$ cat src/rtl/fb_pkg.sv
// Shared frame-buffer package, used by the write-side and read-side address blocks.
//   FB_H_ACT / FB_V_ACT : stored frame geometry (pixels per line / lines per frame)
//   FB_ADDR_W           : frame-buffer address width
//   FB_DATA_W           : pixel width
//   fb_wr_state_t       : write-side sequencer states
package fb_pkg;

    localparam int unsigned FB_H_ACT  = 400;
    localparam int unsigned FB_V_ACT  = 300;
    localparam int unsigned FB_ADDR_W = 17;
    localparam int unsigned FB_DATA_W = 12;

    typedef enum logic [1:0] {
        IDLE   = 2'd0,
        ACTIVE = 2'd1,
        DONE   = 2'd2
    } fb_wr_state_t;

endpackage

$ cat src/rtl/fb_write_addr_if.sv
// Pixel-stream in / frame-buffer write port out, bundled for fb_write_addr.
//   pix_valid, pix_sof, pix_eol, pix_data : raster pixel stream (no back-pressure)
//   we, waddr, wdata                      : frame-buffer write port
//   frame_done, frame_err                 : one-cycle frame status pulses
// Modports:
//   master : stream source / write-port sink (drives pixels, observes writes)
//   slave  : the address generator
interface fb_write_addr_if
    import fb_pkg::*;
#(
    parameter int unsigned ADDR_W = FB_ADDR_W,
    parameter int unsigned DATA_W = FB_DATA_W
);

    logic              pix_valid;
    logic              pix_sof;
    logic              pix_eol;
    logic [DATA_W-1:0] pix_data;

    logic              we;
    logic [ADDR_W-1:0] waddr;
    logic [DATA_W-1:0] wdata;
    logic              frame_done;
    logic              frame_err;

    modport master (
        output pix_valid, pix_sof, pix_eol, pix_data,
        input  we, waddr, wdata, frame_done, frame_err
    );

    modport slave (
        input  pix_valid, pix_sof, pix_eol, pix_data,
        output we, waddr, wdata, frame_done, frame_err
    );

endinterface

$ cat src/rtl/fb_pos_ctr.sv
// Raster position tracker for the frame-buffer write side.
// Holds the input column/line counters and the running line base address, and
// qualifies each accepted pixel for storage. All *_c_o outputs are combinational
// and describe the pixel currently presented (after an optional restart).
// Ports:
//   clk, rst         : clock, asynchronous active-high reset
//   step_i           : an accepted pixel is present this cycle
//   clear_i          : restart at (0,0) with base 0 before handling this pixel
//   eol_i            : accepted pixel is the last of its line
//   store_en_c_o     : pixel lands inside the stored frame
//   x_st_c_o         : stored column of the pixel (zero-extended)
//   base_c_o         : linear address of the start of the current stored line
//   last_line_c_o    : pixel belongs to the last input line of the frame
//   short_line_c_o   : column is before the last expected input column
// Configuration macro: FB_WR_DECIM_EN selects 2x decimation in both axes.
module fb_pos_ctr
    import fb_pkg::*;
#(
    parameter int unsigned H_ACT  = FB_H_ACT,
    parameter int unsigned V_ACT  = FB_V_ACT,
    parameter int unsigned ADDR_W = FB_ADDR_W
) (
    input  logic              clk,
    input  logic              rst,
    input  logic              step_i,
    input  logic              clear_i,
    input  logic              eol_i,
    output logic              store_en_c_o,
    output logic [ADDR_W-1:0] x_st_c_o,
    output logic [ADDR_W-1:0] base_c_o,
    output logic              last_line_c_o,
    output logic              short_line_c_o
);

`ifdef FB_WR_DECIM_EN
    localparam int unsigned DECIM = 2;
`else
    localparam int unsigned DECIM = 1;
`endif

    // Input-domain extents; counters saturate one past the last useful position.
    localparam int unsigned X_SAT  = DECIM * H_ACT;
    localparam int unsigned Y_SAT  = DECIM * V_ACT;
    localparam int unsigned X_LAST = X_SAT - 1;
    localparam int unsigned Y_LAST = Y_SAT - 1;
    localparam int unsigned X_W    = $clog2(X_SAT + 1);
    localparam int unsigned Y_W    = $clog2(Y_SAT + 1);

    logic [X_W-1:0]    x_in_q, x_in_d;
    logic [Y_W-1:0]    y_in_q, y_in_d;
    logic [ADDR_W-1:0] base_q, base_d;

    logic [X_W-1:0]    x_cur;
    logic [Y_W-1:0]    y_cur;
    logic [ADDR_W-1:0] base_cur;
    logic [X_W-1:0]    x_st;
    logic [Y_W-1:0]    y_st;
    logic              keep;
    logic              line_adv;
    logic              y_ok;

    // Pixel qualification and next counter values.
    always_comb begin
        x_cur    = clear_i ? '0 : x_in_q;
        y_cur    = clear_i ? '0 : y_in_q;
        base_cur = clear_i ? '0 : base_q;

`ifdef FB_WR_DECIM_EN
        // Keep even columns of even lines; the base moves once per pair of lines.
        x_st     = x_cur >> 1;
        y_st     = y_cur >> 1;
        keep     = ~x_cur[0] & ~y_cur[0];
        line_adv = y_cur[0];
`else
        x_st     = x_cur;
        y_st     = y_cur;
        keep     = 1'b1;
        line_adv = 1'b1;
`endif

        y_ok           = (y_st < Y_W'(V_ACT));
        store_en_c_o   = keep & (x_st < X_W'(H_ACT)) & y_ok;
        x_st_c_o       = ADDR_W'(x_st);
        base_c_o       = base_cur;
        last_line_c_o  = (y_cur == Y_W'(Y_LAST));
        short_line_c_o = (x_cur < X_W'(X_LAST));

        x_in_d = x_in_q;
        y_in_d = y_in_q;
        base_d = base_q;

        if (step_i) begin
            if (eol_i) begin
                x_in_d = '0;
                y_in_d = (y_cur == Y_W'(Y_SAT)) ? y_cur : y_cur + Y_W'(1);
                base_d = (line_adv & y_ok) ? base_cur + ADDR_W'(H_ACT) : base_cur;
            end else begin
                x_in_d = (x_cur == X_W'(X_SAT)) ? x_cur : x_cur + X_W'(1);
                y_in_d = y_cur;
                base_d = base_cur;
            end
        end
    end

    // Counter registers.
    always_ff @(posedge clk or posedge rst) begin
        if (rst) begin
            x_in_q <= '0;
            y_in_q <= '0;
            base_q <= '0;
        end else begin
            x_in_q <= x_in_d;
            y_in_q <= y_in_d;
            base_q <= base_d;
        end
    end

endmodule

$ cat src/rtl/fb_write_addr.sv
// Frame-buffer write-side address generator.
// Tracks raster position of an incoming pixel stream and turns each stored pixel
// into a registered write (we/waddr/wdata) one cycle later. Addresses are
// row-major (y*H_ACT + x), built from a running line base, no multiplier.
// Ports:
//   clk  : pixel clock
//   rst  : asynchronous, active-high reset
//   bus  : fb_write_addr_if.slave (pixel stream in, write port and status out)
// Configuration macro: FB_WR_DECIM_EN selects 2x decimation in both axes.
module fb_write_addr
    import fb_pkg::*;
#(
    parameter int unsigned H_ACT  = FB_H_ACT,
    parameter int unsigned V_ACT  = FB_V_ACT,
    parameter int unsigned ADDR_W = FB_ADDR_W,
    parameter int unsigned DATA_W = FB_DATA_W
) (
    input logic           clk,
    input logic           rst,
    fb_write_addr_if.slave bus
);

    fb_wr_state_t      state_q;
    logic              we_q;
    logic [ADDR_W-1:0] waddr_q;
    logic [DATA_W-1:0] wdata_q;
    logic              frame_done_q;
    logic              frame_err_q;

    logic              sof_c;
    logic              pix_acc_c;
    logic              store_en_c;
    logic              last_line_c;
    logic              short_line_c;
    logic [ADDR_W-1:0] x_st_c;
    logic [ADDR_W-1:0] base_c;
    logic [ADDR_W-1:0] waddr_c;

    // SOF is honoured in every state; other pixels only while a frame is open.
    assign sof_c     = bus.pix_valid & bus.pix_sof;
    assign pix_acc_c = bus.pix_valid & (bus.pix_sof | (state_q == ACTIVE));
    assign waddr_c   = base_c + x_st_c;

    fb_pos_ctr #(
        .H_ACT  (H_ACT),
        .V_ACT  (V_ACT),
        .ADDR_W (ADDR_W)
    ) u_pos (
        .clk            (clk),
        .rst            (rst),
        .step_i         (pix_acc_c),
        .clear_i        (sof_c),
        .eol_i          (bus.pix_eol),
        .store_en_c_o   (store_en_c),
        .x_st_c_o       (x_st_c),
        .base_c_o       (base_c),
        .last_line_c_o  (last_line_c),
        .short_line_c_o (short_line_c)
    );

    // Frame sequencer with registered write port and status pulses.
    always_ff @(posedge clk or posedge rst) begin
        if (rst) begin
            state_q      <= IDLE;
            we_q         <= 1'b0;
            waddr_q      <= '0;
            wdata_q      <= '0;
            frame_done_q <= 1'b0;
            frame_err_q  <= 1'b0;
        end else begin
            we_q         <= 1'b0;
            frame_done_q <= 1'b0;
            frame_err_q  <= 1'b0;

            if (pix_acc_c) begin
                // waddr/wdata only move on a real write so they hold otherwise.
                if (store_en_c) begin
                    we_q    <= 1'b1;
                    waddr_q <= waddr_c;
                    wdata_q <= bus.pix_data;
                end

                // Abort of an open frame, or a line that ended early.
                frame_err_q <= (sof_c & (state_q == ACTIVE)) |
                               (bus.pix_eol & short_line_c);

                if (bus.pix_eol && last_line_c) begin
                    frame_done_q <= 1'b1;
                    state_q      <= DONE;
                end else begin
                    state_q      <= ACTIVE;
                end
            end
        end
    end

    assign bus.we         = we_q;
    assign bus.waddr      = waddr_q;
    assign bus.wdata      = wdata_q;
    assign bus.frame_done = frame_done_q;
    assign bus.frame_err  = frame_err_q;

endmodule

$ cat src/flat_wrapper.sv
// flat-port wrapper written by rule: the top's interface ports become plain ports
module fb_write_addr_flat import fb_pkg::*;
#(
    parameter int unsigned H_ACT  = FB_H_ACT,
    parameter int unsigned V_ACT  = FB_V_ACT,
    parameter int unsigned ADDR_W = FB_ADDR_W,
    parameter int unsigned DATA_W = FB_DATA_W
)
  (clk, rst, bus_pix_valid, bus_pix_sof, bus_pix_eol, bus_pix_data, bus_we, bus_waddr, bus_wdata, bus_frame_done, bus_frame_err);
  fb_write_addr_if #(.ADDR_W(ADDR_W), .DATA_W(DATA_W)) bus_i ();
  input logic clk;
  input logic rst;
  input wire logic [$bits(bus_i.pix_valid)-1:0] bus_pix_valid;
  input wire logic [$bits(bus_i.pix_sof)-1:0] bus_pix_sof;
  input wire logic [$bits(bus_i.pix_eol)-1:0] bus_pix_eol;
  input wire logic [$bits(bus_i.pix_data)-1:0] bus_pix_data;
  output wire logic [$bits(bus_i.we)-1:0] bus_we;
  output wire logic [$bits(bus_i.waddr)-1:0] bus_waddr;
  output wire logic [$bits(bus_i.wdata)-1:0] bus_wdata;
  output wire logic [$bits(bus_i.frame_done)-1:0] bus_frame_done;
  output wire logic [$bits(bus_i.frame_err)-1:0] bus_frame_err;
  assign bus_i.pix_valid = bus_pix_valid;
  assign bus_i.pix_sof = bus_pix_sof;
  assign bus_i.pix_eol = bus_pix_eol;
  assign bus_i.pix_data = bus_pix_data;
  assign bus_we = bus_i.we;
  assign bus_waddr = bus_i.waddr;
  assign bus_wdata = bus_i.wdata;
  assign bus_frame_done = bus_i.frame_done;
  assign bus_frame_err = bus_i.frame_err;
  fb_write_addr #(.H_ACT(H_ACT), .V_ACT(V_ACT), .ADDR_W(ADDR_W), .DATA_W(DATA_W)) u_core (.clk(clk), .rst(rst), .bus(bus_i));
endmodule
$ cat config.mk
export PLATFORM = sky130hd
export DESIGN_NAME = fb_write_addr_flat
export DESIGN_NICKNAME = d
export VERILOG_FILES = /design/src/rtl/fb_pkg.sv /design/src/rtl/fb_write_addr_if.sv /design/src/rtl/fb_pos_ctr.sv /design/src/rtl/fb_write_addr.sv /design/src/flat_wrapper.sv
export SDC_FILE = /design/constraint.sdc
export NUM_CORES = 1
export LEC_CHECK = 0
export ABC_CLOCK_PERIOD_IN_PS = 4800
export BUFFER_PORTS_ARGS = -buffer_cell sky130_fd_sc_hd__buf_2
export CAP_MARGIN = 20
export CORE_ASPECT_RATIO = 0.8
export CORE_MARGIN = 2
export CORE_UTILIZATION = 61
export DETAILED_ROUTE_END_ITERATION = 6
export GPL_TIMING_DRIVEN = 1
export PLACE_DENSITY_LB_ADDON = 0.3
export SKIP_LAST_GASP = 1
export SLEW_MARGIN = 30
export SYNTH_ARGS = -nofsm -noshare
export SYNTH_HDL_FRONTEND = slang
export SYNTH_SLANG_ARGS = --single-unit
$ cat constraint.sdc
create_clock -name clk -period 4.8 [get_ports clk]
set_input_delay 0.72 -clock clk [delete_from_list [all_inputs] [get_ports clk]]
set_output_delay 0.72 -clock clk [all_outputs]
set_load 0.05 [all_outputs]
==> results.cfg <==
[floorplanning]
initial_core_util = 0.640
io_pins = 49
die-width_um = 92.5
die_y_um = 74.8
core_um2 = 5970
rows = 25
dieArea_um2 = 6920

[clock_network]
tritoncts = done
cts_inserted_buffers = 9
cts.sinks = 69
clock_latency_ns = 0.36
clock-root-buffer = clkbuf_8
holdBufCountCts = 0
clkTransAtPathRegs_ns = 0.08
clock_path_buffers = 2
postCtsResizedCells = 0
ctsHtreeMaxLevel = 3
post_cts_buffers = 0

[synthesis]
yosysSeqAreaShare = 0.452
yosys.cell_types.count = 58
ys_ff_latch = 69
async_flop_share = 1.00
synth_edf_count = 0
synth_flop_cell = dfrtp_1
synth_area_um2 = 3820
syn_area_per_cell_um2 = 8.75
ys_warn_count = 0
synthesis.nets = 464
syn_inst = 437

[power]
p_comb_frac = 0.248
p_sw_mw = 0.591
p_sw_frac = 0.367
vdd_drop_max_mv = 0.223
p_leak_nw = 2.08
power.share.clock = 0.309
p_int_mw = 1.02
power_density_nw_per_um2 = 373
p_seq_frac = 0.443

[timing]
post-route-min-period_ns = 3.35
final_hold_viol_count = 0
clock_skew_ns = 0.0104
slew_headroom = 0.477
final.setup.tns_ns = 0
setup_viol = 0
rsz0062_at_grt = no
finalCritPeriodShare = 0.698
max_freq_ghz = 0.298
slew_viol_final = 0
worst_pin_slew_ns = 0.783

[placed_design]
dpl_cell_area_um2 = 4110
place.gp.congestion = 0.913
io_buffers = 48
place_hpwl_mm = 6.42

[drt]
viasPerCell = 5.94
wl_per_cell_um = 16.2
drcViolationCount = 0
finalWirelength_mm = 9.17
drt_iter0_markers = 366
antenna_left = 0
dr.pass1.iters = 4
vias = 3360

[grt]
track_usage = 0.287
grt_first_pass_wirelength_mm = 15.3
grt_overflow = 0
first_global_vias = 3131
grt_max_degree = 42
antenna_found_initial = 0

[final_layout]
layout_commonest_cell = nand2_1
multiInputGateArea_um2 = 1960
fillers = 447
nNetsFinal = 507
layout_common_cells = 93 x nand2_1, 69 x dfrtp_1, 48 x buf_2
final_cell_area_um2 = 4320
syn_to_final_growth_pct = 13.0
regArea_um2 = 1730
final_layout_size_suffix_gt1_frac = 0.169
insertedDiodeCount = 0

[critical_path]
reg2reg_from = u_core.u_pos.x_in_q[0]
worstPathCellList = buf_2 -> nand2_1 -> and2_1 -> ha_1 -> ha_1 -> a21oi_1 -> nand2_1 -> maj3_2 -> a221o_1 -> or3_1 -> nand3_1
crit_buf_inv = 1
critPathLaunch = bus_pix_valid
arrival_ns = 3.65
crit_family = simple AND/OR/NAND/NOR gates
critPathRequiredTime_ns = 5.10
crit_slowest_cell = nand2_1
end_kind = flop
slowest_delay_ns = 0.47
path_class = input port to flop
cp-start-kind = input port
crit_fanout = 28

[flow_run]
maxCapViolations = 0

[outcome]
status = complete, no violations

[worst_hold_path]
min-delay-path-class = input port to asynchronous set/reset pin
## worst paths after layout
check                                              end  slack (ns)  cells past startpoint
worst min-delay path              u_core.bus.frame_err        0.46                      2
min in group clk                   u_core.bus.wdata[7]        0.47                      2
max in group asynchronous       u_core.u_pos.y_in_q[0]        3.39                      3
worst min register to register     u_core.bus.wdata[7]        0.47                      2
worst max register to register    u_core.bus.waddr[10]        2.14                      9
worst max-delay path              u_core.bus.waddr[10]        1.45                     11
## through the flow
stage	hold WS [ns]	utilization	cells	power [mW]	worst slack [ns]
global placement	0.444	0.688	550	1.10	1.28
detailed placement	0.450	0.688	550	1.12	1.13
finish	0.463	0.723	566	1.61	1.45
floorplan	0.444	-	437	1.01	1.56
global route	0.496	0.723	566	1.69	1.27
CTS	0.468	0.723	566	1.61	1.50
## power by group through the flow
stage	combinational, mW	sequential [mW]	clock (mW)
floorplan	0.194	0.820	0
global placement	0.385	0.717	0
detailed placement	0.397	0.720	0
CTS	0.399	0.710	0.503
global route	0.436	0.720	0.536
finish	0.399	0.714	0.498
## synthesized netlist by cell type, drive strengths merged (10+ instances only)
library cell   n  area share
nand2         93       0.091
dfrtp         69        0.45
nor2          33       0.032
o21ai         27       0.035
a21oi         22       0.029
and2          21       0.035
xor2          16       0.037
clkbuf        14       0.014
nand3         13       0.017
xnor2         11       0.025
ha            10       0.033
inv           10      0.0098
## logic make-up after synthesis
logic type	count (synthesis)	share of synthesized area
buffers and inverters	33	0.0360
adder cells (fa/ha/maj)	11	0.0357
multiplexers	1	0.00262
flip-flops	69	0.452
AO/OA/AOI/OAI	89	0.153
XOR/XNOR	27	0.0619
AND/OR/NAND/NOR	207	0.259
## cell type report
| cell class | instances | share of cell area |
|---|---|---|
| Clock inverter | 6 | 0.0159 |
| Sequential cell | 69 | 0.400 |
| Clock buffer | 10 | 0.0319 |
| Timing Repair Buffer | 54 | 0.0660 |
| Tap cell | 81 | 0.0235 |
| Inverter | 11 | 0.00956 |
| Multi-Input combinational cell | 335 | 0.453 |
## sequential cells by signal (all words and copies together) (netlist names)
register	cells
u_core.bus.waddr	17
u_core.u_pos.base_q	17
u_core.bus.wdata	12
u_core.u_pos.x_in_q	9
u_core.u_pos.y_in_q	9
u_core.state_q	2
u_core.bus.frame_done	1
u_core.bus.frame_err	1
u_core.bus.we	1
## routing by layer
layer	up-vias	track usage	share of wire
met1	1592	0.406	0.45
met3	17	0.0771	0.074
li1	1612	-	-
met4	0	0.0929	0.015
met2	139	0.440	0.46
met5	-	0	0
## worst reg2reg max path: cells and delay by family, from the launching register on
| kind | cells | cell delay, ns |
|---|---|---|
| adder cells (fa/ha/maj) | 3 | 0.80 |
| AO/OA/AOI/OAI | 2 | 0.59 |
| AND/OR/NAND/NOR | 4 | 0.75 |
| flip-flops | 1 | 0.47 |
Note: power is estimated with default switching activity, not from simulation.
